### config.mk
export PLATFORM = sky130hd
export DESIGN_NAME = hazard_unit
export DESIGN_NICKNAME = d
export VERILOG_FILES = /design/src/rtl/hazard_unit.sv
export SDC_FILE = /design/constraint.sdc
export NUM_CORES = 1
export LEC_CHECK = 0
export CORE_MARGIN = 5
export CORE_UTILIZATION = 48
export CTS_BUF_LIST = sky130_fd_sc_hd__clkbuf_8
export DETAILED_ROUTE_END_ITERATION = 12
export PLACE_DENSITY_LB_ADDON = 0.08
export REMOVE_ABC_BUFFERS = 1
export SYNTH_ARGS = -nofsm -noshare
export SYNTH_HDL_FRONTEND = slang
export SYNTH_SLANG_ARGS = --single-unit
### constraint.sdc
create_clock -name i_clk -period 2.4 [get_ports i_clk]
set_input_delay 0.24 -clock i_clk [delete_from_list [all_inputs] [get_ports i_clk]]
set_output_delay 0.24 -clock i_clk [all_outputs]
set_load 0.05 [all_outputs]
### src/rtl/hazard_unit.sv
// rtl/hazard_unit.sv - load-use/branch hazard detection, memory-wait freeze FSM and stall counters

// Counter that stops at all-ones instead of wrapping.
module hazard_sat_counter #(
  parameter int W = 16
) (
  input  logic         i_clk,
  input  logic         i_rst,
  input  logic         i_inc,
  output logic [W-1:0] o_count
);

  logic [W-1:0] r_count;

  // Count qualifying cycles and hold once the counter is full.
  always_ff @(posedge i_clk or posedge i_rst) begin
    if (i_rst) begin
      r_count <= '0;
    end else if (i_inc && (r_count != '1)) begin
      r_count <= r_count + W'(1);
    end
  end

  assign o_count = r_count;

endmodule

module hazard_unit #(
  parameter int REG_W    = 5,
  parameter int WAIT_MAX = 15,
  parameter int CNT_W    = 16
) (
  input  logic             i_clk,
  input  logic             i_rst,
  input  logic [5:0]       i_id_opcode,
  input  logic [REG_W-1:0] i_id_rs,
  input  logic [REG_W-1:0] i_id_rt,
  input  logic             i_ex_mem_read,
  input  logic             i_ex_reg_write,
  input  logic [REG_W-1:0] i_ex_dst,
  input  logic             i_mem_mem_read,
  input  logic [REG_W-1:0] i_mem_dst,
  input  logic             i_dmem_req,
  input  logic             i_dmem_ready,
  output logic             o_hazard_detected,
  output logic             o_pc_write,
  output logic             o_ifid_write,
  output logic             o_pipe_freeze,
  output logic             o_mem_timeout,
  output logic [CNT_W-1:0] o_bubble_count,
  output logic [CNT_W-1:0] o_freeze_count
);

  localparam logic [5:0] OP_RTYPE = 6'b000000;
  localparam logic [5:0] OP_BEQ   = 6'b000100;
  localparam logic [5:0] OP_SW    = 6'b101011;

  // Wide enough to hold WAIT_MAX itself.
  localparam int                WCNT_W     = $clog2(WAIT_MAX + 1);
  localparam logic [WCNT_W-1:0] WAIT_LIMIT = WCNT_W'(WAIT_MAX);
  localparam logic [WCNT_W-1:0] WAIT_ONE   = WCNT_W'(1);

  typedef enum logic [1:0] {
    ST_RUN      = 2'd0,
    ST_MEM_WAIT = 2'd1,
    ST_TIMEOUT  = 2'd2
  } state_t;

  state_t            r_state;
  state_t            w_state_nxt;
  logic [WCNT_W-1:0] r_wait_cnt;
  logic [WCNT_W-1:0] w_wait_cnt_nxt;
  logic              r_mem_timeout;
  logic              w_timeout_set;
  logic              w_freeze;

  logic              w_uses_rt;
  logic              w_is_beq;
  logic              w_load_use;
  logic              w_br_haz;
  logic              w_stall_req;

  // Register $0 is hardwired to zero, so it can never carry a dependency.
  function automatic logic reg_match(input logic [REG_W-1:0] a, input logic [REG_W-1:0] b);
    return (a != '0) && (a == b);
  endfunction

  // Decode which ID instructions read rt and which resolve a branch in ID.
  always_comb begin
    w_uses_rt = (i_id_opcode == OP_RTYPE) || (i_id_opcode == OP_BEQ) || (i_id_opcode == OP_SW);
    w_is_beq  = (i_id_opcode == OP_BEQ);
  end

  // Hazard detection: a load in EX feeding ID, or a BEQ whose operands are still in flight.
  always_comb begin
    w_load_use = i_ex_mem_read &&
                 (reg_match(i_ex_dst, i_id_rs) || (w_uses_rt && reg_match(i_ex_dst, i_id_rt)));
    w_br_haz   = w_is_beq &&
                 ((i_ex_reg_write && (reg_match(i_ex_dst, i_id_rs) || reg_match(i_ex_dst, i_id_rt))) ||
                  (i_mem_mem_read && (reg_match(i_mem_dst, i_id_rs) || reg_match(i_mem_dst, i_id_rt))));
    w_stall_req = w_load_use || w_br_haz;
  end

  // Memory-wait FSM next state; freeze is asserted in the cycle the miss is first seen.
  always_comb begin
    w_state_nxt    = r_state;
    w_wait_cnt_nxt = r_wait_cnt;
    w_timeout_set  = 1'b0;
    w_freeze       = 1'b0;
    case (r_state)
      ST_RUN: begin
        if (i_dmem_req && !i_dmem_ready) begin
          w_freeze       = 1'b1;
          w_state_nxt    = ST_MEM_WAIT;
          w_wait_cnt_nxt = WAIT_ONE;
        end
      end
      ST_MEM_WAIT: begin
        if (i_dmem_ready) begin
          w_state_nxt    = ST_RUN;
          w_wait_cnt_nxt = '0;
        end else begin
          w_freeze = 1'b1;
          if (r_wait_cnt == WAIT_LIMIT) begin
            w_state_nxt   = ST_TIMEOUT;
            w_timeout_set = 1'b1;
          end else begin
            w_wait_cnt_nxt = r_wait_cnt + WAIT_ONE;
          end
        end
      end
      ST_TIMEOUT: begin
        w_freeze = 1'b1;
      end
      default: begin
        w_state_nxt    = ST_RUN;
        w_wait_cnt_nxt = '0;
      end
    endcase
  end

  // FSM state, wait counter and sticky timeout flag.
  always_ff @(posedge i_clk or posedge i_rst) begin
    if (i_rst) begin
      r_state       <= ST_RUN;
      r_wait_cnt    <= '0;
      r_mem_timeout <= 1'b0;
    end else begin
      r_state       <= w_state_nxt;
      r_wait_cnt    <= w_wait_cnt_nxt;
      r_mem_timeout <= r_mem_timeout | w_timeout_set;
    end
  end

  // Pipeline control: freeze wins over bubbles; everything held while in reset.
  always_comb begin
    if (i_rst) begin
      o_pipe_freeze     = 1'b1;
      o_hazard_detected = 1'b0;
      o_pc_write        = 1'b0;
      o_ifid_write      = 1'b0;
    end else begin
      o_pipe_freeze     = w_freeze;
      o_hazard_detected = w_stall_req && !w_freeze;
      o_pc_write        = !w_freeze && !w_stall_req;
      o_ifid_write      = !w_freeze && !w_stall_req;
    end
  end

  assign o_mem_timeout = r_mem_timeout;

  hazard_sat_counter #(.W(CNT_W)) u_bubble_cnt (
    .i_clk   (i_clk),
    .i_rst   (i_rst),
    .i_inc   (o_hazard_detected),
    .o_count (o_bubble_count)
  );

  hazard_sat_counter #(.W(CNT_W)) u_freeze_cnt (
    .i_clk   (i_clk),
    .i_rst   (i_rst),
    .i_inc   (o_pipe_freeze),
    .o_count (o_freeze_count)
  );

endmodule

After elaboration in Yosys (flattened, before gate mapping)
Cells that the tools add are included.
{ "word_totals": {"regBits": 39, "elab_cells": 71, "out_inout_bits": 37, "inputBits": 33} }
{ "classes": {"n_eq_ne": 14, "add_sub_neg": 3, "bitwise_logic": 2, "reduce_logical": 30, "mux": 17} }
{ "op_table": {"columns": ["op", "count"], "rows": [
  ["$add A16 B1 Y16 const B", 2],
  ["$ne A16 B16 Y1 const B", 2],
  ["$eq A5 B5 Y1", 4],
  ["$logic_and A1 B1 Y1", 14],
  ["$mux W4", 3],
  ["$pmux W4 S3", 1],
  ["$reduce_bool A5 Y1", 2],
  ["$mux W1", 8],
  ["$logic_or A1 B1 Y1", 7],
  ["$eq A6 B3 Y1 const B", 1],
  ["$eq A6 B6 Y1 const B", 1],
  ["$logic_not A6 Y1", 1],
  ["$mux W2", 3],
  ["$ne A3 B3 Y1 const B", 2],
  ["$pmux W2 S3", 1],
  ["$reduce_and A3 Y1", 2],
  ["$add A4 B1 Y4 const B", 1],
  ["$eq A4 B4 Y1 const B", 1],
  ["$logic_not A1 Y1", 3],
  ["$pmux W1 S3", 1],
  ["$eq A2 B1 Y1 const B", 1],
  ["$eq A2 B2 Y1 const B", 1],
  ["$logic_not A2 Y1", 1],
  ["$ne A2 B2 Y1 const B", 1],
  ["2 further kinds", 2]
]} }

Longest topological paths before layout
Gate-level depths: netlist (run 1).
{ "depth": {"word_depth": 10, "ltp_mapped": 9, "ltp_nobuf": 7} }

Modules after synthesis
A second synthesis (run 1) with hierarchy kept.
{ "hier_totals": {"hier_cells": 227, "area_unflattened_um2": 2341.0} }
{ "by_module_without_submodules": {"columns": ["module", "area_each_um2", "cells_each", "seq_area_each_um2", "instances"], "rows": [
  ["hazard_sat_counter", 805.8, 71, 400.4, 2],
  ["hazard_unit", 729.4, 85, 175.2, 1]
]} }

Worst setup path before layout (run 1)
Ideal clock, no wire load.
{ "synth_timing": {"path_type": "input to output", "startpoint": "in i_id_opcode[0]", "endpoint": "out o_hazard_detected", "t_arrival_ns": 2.249, "required_time_ns": 2.160, "path_buffers": 2, "setup_slack_ns": -0.089, "stages": 8, "cell_sequence": "or4_4 > nor2_2 > a21oi_1 > a211o_1 > and2_1 > buf_6 > buf_6 > nor2_1"} }
{ "synth_between": {"elab_chain_len": 9, "word_cells_on_any_way": 12, "cone_classes": "eq/ne (2); mux (1); reduce/logical (9)"} }
{ "synth_lines": {"columns": ["item", "line_no", "rtl"], "rows": [
  ["start: declaration", "35", "input logic [5:0] i_id_opcode,"],
  ["$eq A6 B3 Y1 or $logic_not A6 Y1 (tied branches)", "90, 91", null],
  ["$logic_or A1 B1 Y1 (2 in series)", "90", "w_uses_rt = (i_id_opcode == OP_RTYPE) || (i_id_opcode == OP_BEQ) || (i_id_opcode == OP_SW);"],
  ["$logic_and A1 B1 Y1", "97", "(reg_match(i_ex_dst, i_id_rs) || (w_uses_rt && reg_match(i_ex_dst, i_id_rt)));"],
  ["$logic_or A1 B1 Y1", "97", null],
  ["$logic_and A1 B1 Y1", "96", "w_load_use = i_ex_mem_read &&"],
  ["$logic_or A1 B1 Y1 *", "101", "w_stall_req = w_load_use || w_br_haz;"],
  ["$logic_and A1 B1 Y1 *", "164", "o_hazard_detected = w_stall_req && !w_freeze;"],
  ["$mux W1 *", "157", "if (i_rst) begin"],
  ["end: declaration", "45", "output logic o_hazard_detected,"]
]} }
Mark *: on every way between the ends. The rest lies on a longest branch, timed or not.

Final worst setup path (run 1)
Ends and elaborated chain as after synthesis.

==> results of run 1 <==
worst max-delay path: stages:
cell	delay (ps)
sky130_fd_sc_hd__clkdlybuf4s50_1	420
sky130_fd_sc_hd__or4_4	440
sky130_fd_sc_hd__nor2_4	120
sky130_fd_sc_hd__a21oi_1	70
sky130_fd_sc_hd__a211o_1	320
sky130_fd_sc_hd__and2_4	200
sky130_fd_sc_hd__nor2_4	120
sky130_fd_sc_hd__buf_12	140
cells in the mapped netlist (2+ instances only):
cell                       number  area, um2
sky130_fd_sc_hd__xnor2_1       22        193
sky130_fd_sc_hd__and4_1         2       17.5
sky130_fd_sc_hd__a31o_2         2       17.5
sky130_fd_sc_hd__clkbuf_1       2       7.51
sky130_fd_sc_hd__nand4_1        6       37.5
sky130_fd_sc_hd__nor3_1        13       65.1
sky130_fd_sc_hd__nor2_1        14       52.6
sky130_fd_sc_hd__ha_1           3       37.5
sky130_fd_sc_hd__nand2_1       16       60.1
sky130_fd_sc_hd__dfrtp_1       39        976
sky130_fd_sc_hd__a21oi_1        6       30.0
sky130_fd_sc_hd__nor4_1         6       37.5
sky130_fd_sc_hd__nand3_1       21        105
sky130_fd_sc_hd__and2_1         2       12.5
sky130_fd_sc_hd__and3_1         7       43.8
sky130_fd_sc_hd__xor2_1        27        236
sky130_fd_sc_hd__inv_1          4       15.0
sky130_fd_sc_hd__or4_1          2       15.0
sky130_fd_sc_hd__buf_6          2       22.5
state kept, by name, summed over array words and instances, names as in the netlist:
signal / cells
u_freeze_cnt.o_count: 16
u_bubble_cnt.o_count: 16
o_mem_timeout: 1
r_wait_cnt: 4
r_state: 2
power groups by stage:
stage / Sequential (uW) / Clock (uW) / Combinational [uW]
2_1_floorplan: 1070 / 0 / 203
3_3_place_gp: 840 / 0 / 728
3_5_place_dp: 838 / 0 / 736
4_1_cts: 827 / 422 / 741
5_1_grt: 848 / 469 / 782
6_report: 828 / 413 / 735
layer usage:
metal	track usage	vias up
met5	0	-
met4	0.0473	0
met3	0.0532	5
met2	0.297	57
met1	0.254	957
li1	-	990
logic make-up (layout without fill, tap and decap cells):
kind of cell               Yosys count  in the layout
muxes                                3              3
buffers and inverters               10            103
AOI/OAI and AO/OA                   23             23
adders and majority gates            3              3
DFF                                 39             39
xor gates and xnor gates            49             49
and+or+nand+nor                     98             98
final cells by class:
| cell class | count | share of cell area |
|---|---|---|
| timing repair buffer | 91 | 0.279 |
| inverter | 4 | 0.00463 |
| clock buffer | 5 | 0.0212 |
| multi-input combinational | 176 | 0.371 |
| tap | 52 | 0.0201 |
| sequential | 39 | 0.301 |
| clock inverter | 3 | 0.00386 |
how the worst min path moves through the flow:
stage | start | to | slack [ps]
2_1_floorplan | i_dmem_ready | r_wait_cnt[0]$_DFFE_PP0P_ | 350
3_3_place_gp | o_mem_timeout$_DFF_PP0_ | o_mem_timeout$_DFF_PP0_ | 460
3_5_place_dp | o_mem_timeout$_DFF_PP0_ | o_mem_timeout$_DFF_PP0_ | 480
4_1_cts | i_rst | u_freeze_cnt.o_count[1]$_DFFE_PP0P_ | 340
5_1_grt | i_rst | u_freeze_cnt.o_count[1]$_DFFE_PP0P_ | 350
6_report | i_rst | u_freeze_cnt.o_count[1]$_DFFE_PP0P_ | 330
what timing repair did:
item                                    CTS  global route
buffers inserted                          0             1
pin swaps                                 1             4
endpoints found under the setup margin    2             3
resized for setup                         4             5
stage by stage:
stage          hold WS, ps  cell area, um2   util
2_1_floorplan          350            2170      -
3_3_place_gp           459            3130  0.708
3_5_place_dp           475            3130  0.708
4_1_cts                335            3220  0.729
5_1_grt                348            3240  0.735
6_report               327            3240  0.735
==> results.md, run 1 <==
- The tree is rooted in a sky130_fd_sc_hd__clkbuf_8.
- Before CTS, the worst setup slack after placement is -272 ps.
- The mean instance size in the synthesized netlist is 9.84 um2.
- The length of routed met2 wiring is 2.59 mm.
- The wire length the detailed router placed on met1 is 2.52 mm.
- The number of maximum-capacitance violations is 0.
- The sum of met3 wire segment lengths after detailed routing is 330 um.
- The multi-input combinational cell area is 1200 um2.
- Summed over all cells, the static leakage comes to 0.00143 uW.
- The category of the worst setup path launch point is an input port.
- The floorplan has 24 rows.
- Leaving out fill and tap cells, the most frequent cells in the layout are sky130_fd_sc_hd__clkdlybuf4s50_1, sky130_fd_sc_hd__dfrtp_1, sky130_fd_sc_hd__xor2_1, sky130_fd_sc_hd__xnor2_1, sky130_fd_sc_hd__buf_4.
- The transition time at the pin with the least slew margin is 539 ps.
- The clock-pin slew on the worst setup and hold paths is 70 ps.
- Of the available clock period, the critical path in the final layout requires 0.964.
- The wire-length estimate of the detail-placed layout is 4.33 mm.
- The routed wire length per instance is 14.9 um.
- Leaving out fill and tap cells, the most frequent cell in the layout is sky130_fd_sc_hd__clkdlybuf4s50_1.
- The core area is 4410 um2.
- The type of the worst setup path is input port to output pin.
- The total inserted antenna cells is 0.
- The initial antenna violation count is 0.
- After synthesis, the largest family of logic cells by area is simple AND/OR/NAND/NOR gates.
- TritonCTS built the clock tree.
- The cell area that synthesis handed to floorplanning was 2210 um2.
- The die boundary height is 77.9 um.
- The sequential area share after synthesis is 0.441.
- The largest net degree at the start of global routing is 28.
- The power share of the sequential group is 0.419.
- The routed wire length is 5.50 mm.
- The area of the die is 6070 um2.
- The first global-routing pass estimated 9.43 mm of wire.
- The end of the worst register-to-register path is u_bubble_cnt.o_count[9]$_DFFE_PP0P_.
- In this run the power density over the cells is 609 nW/um2.
- The count of buffers added on input and output ports is 69.
- The number of flip-flops and latches in the synthesized netlist is 39.
- The congestion estimate from routability-driven global placement came to 0.842.
- The number of max-slew violations in the final report is 0.
- The detailed router used layers up to and including met4.
- After detailed routing, the number of remaining DRC violations is 0.
- The sum of negative setup slack is 0 ps.
- The flow ran to the end, and the final reports show no timing, DRC or antenna violations.
- Once layout is complete, the cells apart from fillers number 370.
- Across the whole layout, storage elements account for 976 um2.
- The synthesized netlist contains 48 unique library cells.
- For this run, the post-layout net count is 353.
- After synthesis, the share of flip-flops with an asynchronous set or reset is 1.00.
- Of the cells placed in the final design, the portion with a size suffix greater than 1 is 0.132.
- The total number of H-tree levels is 2.
- The fraction of synthesized area in multiplexers is 0.0147.
- Across every metal layer, demand over resource in global routing totals 0.188.
- Cell internal power was estimated by the tool at 1230 uW.
- Summed over all layers, the global routing overflow is 0.
- The design draws 1980 uW.
- The floorplan step set the die width to 77.9 um.
- Of the total power, the share spent switching nets is 0.375.
- The worst hold path belongs to the class input port to async pin.
- Timing would allow up to 0.432 GHz.
- The minimum period implied by the final worst setup slack is 2310 ps.
- In the routed layout, each cell is associated on average with a via count of 5.43.
- The worst setup path startpoint is i_id_opcode[0].
- The number of enable flip-flop cells after synthesis is 0.
- The post-route worst setup slack is 87.1 ps.
- The total clock buffers created by CTS is 5.
- The compound-cell area share of the yosys netlist came to 0.0741.
- For this block, the via count after detailed routing is 2,009.
- The area growth from synthesis to final layout is 46.5%.
- The via count of the first global-routing pass was 2,001.
- In this run the tightest slew margin relative to its limit is 0.640.
- The worst register-to-register path has a setup slack of 240 ps.
- STA classifies the critical path endpoint as an output pin.
- Including well taps, the total number of placed cells is 361.
- The buffer levels on the longest clock path is 2.
- The final count of negative-setup-slack endpoints is 0.
- Of the total power, combinational logic draws 0.372.
- Measured in cells, the most critical reg-to-reg path has a length of 7.
- The insertion delay to the later sink of the worst-skew pair is 290 ps.
- Before antenna repair, the detailed router went through 5 iterations.
- The net switching power is 741 uW.
- The hold violation total from the final report came to 0.
- The required time reported for the critical path endpoint is 2160 ps.
- The number of hold buffers added after cts is 0.
- The clock power share is 0.209.
- The most used flip-flop cell after synthesis is sky130_fd_sc_hd__dfrtp_1.
- Data arrives at the worst endpoint at 2070 ps.
- In this run the worst setup path terminates at o_hazard_detected.
- Synthesis produced 225 cells.
- For this run, the number of Yosys warnings is 0.
- In this run the critical register-to-register path is launched from u_bubble_cnt.o_count[0]$_DFFE_PP0P_.
- The number of clock sinks is 39.
- In this run the worst path has a maximum fanout of 5.
- The highest ir drop seen on vdd is 1160 uV.
- The fraction of synthesized cell area in xor and xnor cells is 0.194.
- The number of antenna-violating nets in the routed design is 0.
- The number of DRC markers in iteration 0 is 119.
- The clock arrives with 6.05 ps of skew.
- Setup repair after global routing left no endpoint under its margin.
- Of the total synthesized cell area, the portion taken by AND, OR, NAND and NOR gates is 0.234.
- The adder and majority cell fraction of the synthesized area is 0.0170.
- The initial core utilization is 0.501.
- The I/O pin count is 70.
- The count of filler cells inserted in the layout is 337.
Note: power is estimated with default switching activity, not from simulation.
==> run 2: changes to the inputs <==
- clock period: 2.4 -> 2.21 ns (I/O delays scaled with it)
==> run 2 against run 1 <==
Compared with the run above: power is 18% higher; cell area is 3.0% higher; clock power is 50% higher; via count is 1.6% higher; non-clock buffer count is 8 higher; combinational power is 9.3% higher; sequential share of layout area is 0.88 points lower; die area stayed put; count of clock-buffer cells in the layout is 1 higher; clock skew is 3.6 ps higher; global-route usage is 0.33 points lower.
==> results.md, run 2 (synthesis results as in run 1) <==
- The run finished with clean final reports.
- The sequential cell area came to 976 um2 (unchanged).
- The fmax is 0.467 GHz.
- STA classifies the critical path startpoint as an input port.
- The transition time at the pin with the least slew margin is 522 ps (-16.7 ps).
- The layout cell share with drive strength beyond 1 is 0.169 (+0.0366).
- The number of DRC markers in iteration 0 is 75 (-37%).
- The horizontal extent of the die came to 77.9 um (unchanged).
- The met3 track utilization from global routing was 0.0475 (-0.00579).
- The utilization of the core after routing is 0.757 (+0.0221).
- The routed wire length is 5.48 mm (-0.35%).
- The area growth from synthesis to final layout is 50.9%.
- The standby leakage power is 0.00148 uW (+3.7%).
- The largest clock skew in the final design is 9.63 ps (+3.58 ps).
- The count of filler cells inserted in the layout is 319 (-5.3%).
- The routed wire length per instance was 14.5 um (-2.5%).
- The total number of H-tree levels is 2 (unchanged).
- The worst flop-to-flop path startpoint is u_bubble_cnt.o_count[0]$_DFFE_PP0P_.
- In this run the most used layer during global routing was met2.
- The power share of the sequential group is 0.388 (-0.031).
- The number of max-slew violations in the final report came to 0 (unchanged).
- The remaining design rule violation count is 0 (unchanged).
- The global routing usage summed across all routing layers was 0.184 (-0.00326).
- The most critical setup path has its startpoint at i_id_opcode[4].
- The number of buffer cells added on primary ports is 69 (unchanged).
- The net switching fraction of the power is 0.355 (-0.0202).
- The required time reported for the critical path endpoint is 2440 ps (+280 ps).
- The multi-input combinational cell area was 1220 um2 (+1.6%).
- The total grt overflow came to 0 (unchanged).
- Setup repair after global routing could not meet its margin everywhere.
- The number of maximum-capacitance violations is 0 (unchanged).
- The type of the worst setup path is input port to flop.
- The minimum period implied by the final worst setup slack is 2140 ps.
- The area of the die is 6070 um2 (unchanged).
- The power after layout is 2320 uW (+18%).
- The clock-pin slew on the worst setup and hold paths was 80 ps (about the same).
- The mean number of vias per cell is 5.40 (-0.51%).
- The final weighted congestion in routability-driven placement is 0.855 (+1.6%).
- The net switching power is 824 uW (+11%).
- The relative max-transition margin is 0.651 (+0.0112).
- The routed via count is 2,042 (+1.6%).
- The length of the first detailed-routing pass in iterations came to 4 (-1).
- The total clock buffers created by CTS is 5 (unchanged).
- The clock root buffer master is sky130_fd_sc_hd__clkbuf_8.
- The largest net degree at the start of global routing is 18 (-36%).
- The total internal power is 1500 uW (+21%).
- The global routing usage on met2 is 0.300 (+0.00250).
- The insertion delay to the later sink of the worst-skew pair is 300 ps (about the same).
- The met1 usage was 0.244 (-0.00951).
- The number of antenna-violating nets in the routed design is 0 (unchanged).
- In the layout the commonest cells are sky130_fd_sc_hd__clkdlybuf4s50_1, sky130_fd_sc_hd__dfrtp_1, sky130_fd_sc_hd__buf_4, sky130_fd_sc_hd__xor2_1, sky130_fd_sc_hd__xnor2_1.
- The total inserted antenna cells is 0 (unchanged).
- The largest fanout of any net on the critical path is 6 (+1).
- The initial core utilization was 0.501 (unchanged).
- STA classifies the critical path endpoint as a flop.
- The first-pass GRT wire length is 9.26 mm (-1.8%).
- The I/O pin count was 70 (unchanged).
- The tightest min-delay check is of the input port to async pin type.
- The total number of nets in the final design is 361 (+2.3%).
- The most common library cell in the layout ignoring fill and taps is sky130_fd_sc_hd__clkdlybuf4s50_1.
- The final period utilization is 0.969.
- The number of hold buffers added after cts is 0 (unchanged).
- The hold violation total from the final report is 0 (unchanged).
- The number of clock sinks is 39 (unchanged).
- The clock power share is 0.266 (+0.057).
- The die boundary height is 77.9 um (unchanged).
- The endpoint arrival time on the critical path came to 2370 ps (+300 ps).
- The highest ir drop seen on vdd is 905 uV (-22%).
- The number of core rows is 24 (unchanged).
- The HPWL after detailed placement was 4.22 mm (-2.6%).
- The core area is 4410 um2 (unchanged).
- The initial antenna violation count is 0 (unchanged).
- TritonCTS built the clock tree.
- The buffer levels on the longest clock path came to 2 (unchanged).
- The via count of the first global-routing pass came to 1,982 (-0.95%).
- The final count of negative-setup-slack endpoints is 0 (unchanged).
- The total power per unit cell area is 695 nW/um2 (+14%).
- The combinational fraction of design power was 0.346 (-0.026).
-- run 2: routing by layer --
| metal | vias up | wire length (um) |
|---|---|---|
| met3 | 9 | 317 |
| met5 | - | 0 |
| met1 | 960 | 2450 |
| met2 | 61 | 2640 |
| met4 | 0 | 72 |
| li1 | 1012 | - |
-- run 2: timing repair --
item,in CTS,in global routing
endpoints found under the hold margin,0,0
resized for setup,11,6
pin swaps,5,5
endpoints found under the setup margin,11,6
buffers inserted,1,0
-- run 2: worst max-delay path, cell delays in order --
cell and delay, ps:
sky130_fd_sc_hd__dlygate4sd2_1 240, sky130_fd_sc_hd__or4_4 540, sky130_fd_sc_hd__nor2_4 110, sky130_fd_sc_hd__a21oi_2 60
sky130_fd_sc_hd__a211o_1 320, sky130_fd_sc_hd__and2_4 180, sky130_fd_sc_hd__buf_4 160, sky130_fd_sc_hd__nor4_1 360
sky130_fd_sc_hd__xor2_1 180
-- run 2: worst paths after layout --
path / slack, ps / endpoint / cells after the start
max: 70 / u_bubble_cnt.o_count[14]$_DFFE_PP0P_ / 9
min: 240 / u_freeze_cnt.o_count[3]$_DFFE_PP0P_ / 2
max reg2reg: 110 / u_bubble_cnt.o_count[15]$_DFFE_PP0P_ / 7
min reg2reg: 490 / o_mem_timeout$_DFF_PP0_ / 1
max in group asynchronous: 1410 / u_bubble_cnt.o_count[0]$_DFFE_PP0P_ / 3
min in group i_clk: 490 / o_mem_timeout$_DFF_PP0_ / 1
-- run 2: layout make-up --
type,instances,share of cell area
inverters,4,0.00449
well taps,52,0.0195
repair buffers,99,0.283
flip-flops and latches,39,0.292
clock buffers,6,0.0247
multi-input cells,176,0.366
clock inverters,2,0.0105
-- run 2: through the flow --
stage	TNS, ps	setup WS [ps]	instances	hold WS, ps	cell area, um2
3_3_place_gp	-4680	-375	369	459	3170
3_5_place_dp	-5370	-466	369	483	3170
6_report	0	68.6	378	243	3340
4_1_cts	0	11.9	378	250	3320
2_1_floorplan	-3400	-785	219	331	2170
5_1_grt	-59.7	-57.5	378	290	3340
-- run 2: power by group through the flow --
stage / clock (uW) / combinational, uW / sequential, uW
2_1_floorplan: 0 / 220 / 1160
3_3_place_gp: 0 / 797 / 912
3_5_place_dp: 0 / 802 / 912
4_1_cts: 626 / 811 / 900
5_1_grt: 662 / 857 / 921
6_report: 618 / 803 / 901
